===== src/rtl/ddr_model_fifo_sync.sv =====
// Single-clock read-return FIFO for the DDR3 app-interface behavioural model.
// Registered dout (no fall-through), registered status flags and one-cycle overflow/underflow strobes.
module ddr_model_fifo_sync #(
    parameter int pDATA_WIDTH       = 64,
    parameter int pDEPTH            = 32,
    parameter int pPROG_FULL_THRESH = 16
) (
    input  logic                   clk,
    input  logic                   rst,
    input  logic [pDATA_WIDTH-1:0] din,
    input  logic                   wr_en,
    input  logic                   rd_en,
    output logic [pDATA_WIDTH-1:0] dout,
    output logic                   full,
    output logic                   empty,
    output logic                   prog_full,
    output logic                   overflow,
    output logic                   underflow
);

    localparam int AW = $clog2(pDEPTH);
    localparam int CW = AW + 1;

    logic [pDATA_WIDTH-1:0] mem_r [pDEPTH];
    logic [AW-1:0]          wr_ptr_r;
    logic [AW-1:0]          rd_ptr_r;
    logic [CW-1:0]          count_r;
    logic [CW-1:0]          count_nxt_s;
    logic                   wr_acc_s;
    logic                   rd_acc_s;

    // Acceptance uses the registered flags, i.e. the state before this edge.
    assign wr_acc_s = wr_en & ~full;
    assign rd_acc_s = rd_en & ~empty;

    // Next occupancy from accepted operations.
    always_comb begin
        count_nxt_s = count_r;
        if (wr_acc_s && !rd_acc_s) begin
            count_nxt_s = count_r + CW'(1);
        end else if (!wr_acc_s && rd_acc_s) begin
            count_nxt_s = count_r - CW'(1);
        end else begin
            count_nxt_s = count_r;
        end
    end

    // Storage array; writes are suppressed while reset is asserted.
    always_ff @(posedge clk) begin
        if (!rst && wr_acc_s) begin
            mem_r[wr_ptr_r] <= din;
        end
    end

    // Pointers, occupancy, registered read data, flags and strobes.
    always_ff @(posedge clk) begin
        if (rst) begin
            wr_ptr_r  <= {AW{1'b0}};
            rd_ptr_r  <= {AW{1'b0}};
            count_r   <= {CW{1'b0}};
            dout      <= {pDATA_WIDTH{1'b0}};
            full      <= 1'b0;
            empty     <= 1'b1;
            prog_full <= 1'b0;
            overflow  <= 1'b0;
            underflow <= 1'b0;
        end else begin
            if (wr_acc_s) begin
                wr_ptr_r <= wr_ptr_r + AW'(1);
            end
            if (rd_acc_s) begin
                rd_ptr_r <= rd_ptr_r + AW'(1);
                dout     <= mem_r[rd_ptr_r];
            end
            count_r   <= count_nxt_s;
            full      <= (count_nxt_s == CW'(pDEPTH));
            empty     <= (count_nxt_s == {CW{1'b0}});
            prog_full <= (count_nxt_s >= CW'(pPROG_FULL_THRESH));
            overflow  <= wr_en & full;
            underflow <= rd_en & empty;
        end
    end

endmodule


===== config.mk =====
export PLATFORM = sky130hd
export DESIGN_NAME = ddr_model_fifo_sync
export DESIGN_NICKNAME = d
export VERILOG_FILES = /design/src/rtl/ddr_model_fifo_sync.sv
export SDC_FILE = /design/constraint.sdc
export NUM_CORES = 2
export LEC_CHECK = 0
export BUFFER_PORTS_ARGS = -buffer_cell sky130_fd_sc_hd__buf_2
export CAP_MARGIN = 20
export CORE_ASPECT_RATIO = 2
export CORE_MARGIN = 3
export CORE_UTILIZATION = 55
export DETAILED_ROUTE_END_ITERATION = 12
export PLACE_DENSITY = 0.8
export SYNTH_ARGS = -nofsm -noshare
export SYNTH_HDL_FRONTEND = slang
export SYNTH_SLANG_ARGS = --single-unit

===== constraint.sdc =====
create_clock -name clk -period 4.4 [get_ports clk]
set_clock_uncertainty 0.05 [all_clocks]
set_input_delay 0.22 -clock clk [delete_from_list [all_inputs] [get_ports clk]]
set_output_delay 0.22 -clock clk [all_outputs]
set_load 0.005 [all_outputs]

==> results.tsv <==
metric	value	unit
status	finished clean	
grt.overflow.total	0	
routed_wl	206000	um
r2r_slack	1310	ps
dp_hpwl	112000	um
cap_violations	0	
synth-edff-count	2048	
period_minus_slack	3090	ps
fin_util	62.2	%
clkTransAtPathRegs	70	ps
syn-num-nets	3940	
die_x	277	um
areaGrowthSynthToFinish	12.0	%
cts_buffer_depth	4	
cts_root_buffer	clkbuf_16	
powerDensity	455	nW/um2
post_cts_buffers	0	
fmax	0.324	GHz
crit_required	5020	ps
insertion_delay	820	ps
setup_slack	1310	ps
slew_viol_final	0	
synth_ff_type	edfxtp_1	
portBuffers	136	
cts_tree	yes	
yosysWarnings	0	
cp_max_fo	33	
syn_inst	3865	
dp_slack	1340	ps
ys_seq_area_share	78.0	%
cts_max_level	4	
maxSlewHeadroom	37.3	%
antenna_found_initial	7	
grt_pass1_vias	43200	
drc	0	
via_per_inst	6.73	
rsz0062_at_grt	no	
endpoint_kind	register	
setup_viol_count_final	0	
netlist-cell-type-count	47	
peakVddDrop	0.286	mV
drtAntennaViolNets	0	
total_power	0.0413	W
arrival	3710	ps
hp-class	input port to register	
num_io_pins	137	
synth_seq_cells	2133	
nNetsFinal	4202	
tns	0	ps
cts.sinks	2133	
startpoint_type	register	
first_pass_iters	6	
core.rowCount	198	
place_congestion	0.828	
critical_path_class	register to register	
grt_max_degree	130	
fp.dieH	549	um
async_flop_share	0	%
hold_buffers	69	
syn-cell-area	81000	um2
ctsResizeCount	0	
post_drt_wl_per_cell	33.4	um
power_leakage	27.4	nW
drt_iter0_drc	4917	
tightest_slew	938	ps
vias	41500	
grt_use_total	27.1	%
dieArea	152000	um2
cts_buffers	169	
final.period_utilization	70.2	%
avgSynthCellArea	21.0	um2
start_util	55.5	%
drive_gt1_share	21.5	%
grt_pass1_wl	299000	um
timing.final.hold_violations	0	
core_area	146000	um2
## where the power goes
part           internal (W)  total [W]  switching (W)
registers            0.0224     0.0226       0.000204
clock network       0.00841     0.0153        0.00687
logic               0.00145    0.00339        0.00194
total                0.0323     0.0413        0.00901
## worst max-delay path, cell delays in order, from the launching register on
cell and delay (ps):
dfxtp_4 830, buf_4 620, mux4_2 590, a21oi_1 150
o21ai_0 300, a32o_1 360
## worst paths after layout
check | cells past startpoint | startpoint | end
max | 5 | rd_ptr_r[0]$_SDFFE_PP0P_ | dout[14]$_SDFFE_PP0P_
min reg2reg | 1 | dout[41]$_SDFFE_PP0P_ | dout[41]$_SDFFE_PP0P_
min | 2 | din[51] | mem_r[18][51]$_DFFE_PP_
max reg2reg | 5 | rd_ptr_r[0]$_SDFFE_PP0P_ | dout[14]$_SDFFE_PP0P_
## registers in the layout, indices dropped and copies added (netlist names)
name	flops
empty	1
wr_ptr_r	5
full	1
rd_ptr_r	5
dout	64
mem_r	2048
overflow	1
prog_full	1
count_r	6
underflow	1
## final cells by class
class,instances,area (um2)
inverters,5,18.8
diodes,4,10.0
well taps,1900,2380
fillers,9176,55200
clock inverters,80,872
multi-input cells,1489,16700
repair buffers,329,2940
clock buffers,222,4600
flip-flops and latches,2133,63200
## cells in the mapped netlist (all sizes together), types with 2 or more instances
cell type	count	area share (%)
a211oi	83	0.77
a21oi	91	0.56
a22oi	46	0.43
a32o	64	0.79
and3	3	0.023
and3b	2	0.022
buf	158	1.3
clkbuf	80	0.37
dfxtp	85	2.1
edfxtp	2048	76
ha	7	0.11
inv	5	0.023
mux2	41	0.57
mux2i	366	4.5
mux4	320	8.9
nand2	17	0.079
nand2b	4	0.031
nand3	4	0.031
nand3b	4	0.037
nand4	3	0.023
nor2	79	0.37
nor2b	46	0.36
nor3	3	0.019
nor4	2	0.015
o21ai	68	0.42
o221ai	64	0.69
o22ai	105	0.81
o31ai	41	0.38
or3	5	0.039
or3b	2	0.022
xnor2	5	0.054
xor2	7	0.076
## logic make-up after synthesis
group	after synthesis	synth area share, %
DFF	2133	78.0
xor gates and xnor gates	12	0.130
muxes	727	14.0
AOI/OAI and AO/OA	566	4.90
and+or+nand+nor	177	1.10
adders and majority gates	7	0.108
buffers and inverters	243	1.73
## cells in the final DEF (no fill, tap or decap), types with 73 or more instances in the layout
master     Yosys  layout
a211oi_1      83      83
a21oi_1       91      91
buf_2         77     136
buf_4         43      73
clkbuf_16      0     172
dfxtp_1       85      80
edfxtp_1    2048    2048
mux2i_1      366     366
mux4_2       320     320
o22ai_1      105     105
## stage by stage
stage / std cells / cell area [um2] / hold WS (ps)
2_1_floorplan: 3865 / 81000 / 269
5_1_grt: 6159 / 90700 / 423
4_1_cts: 6158 / 90700 / 339
6_report: 6162 / 90700 / 406
3_5_place_dp: 5787 / 84500 / 403
3_3_place_gp: 5787 / 84500 / 395
## metal layers
layer | wire, um | track usage (%)
met2 | 107000 | 46.9
met3 | 18200 | 4.38
met1 | 66100 | 31.7
met5 | 7 | 0
met4 | 14200 | 16.8
No activity file was read; power rests on OpenSTA's default activity.
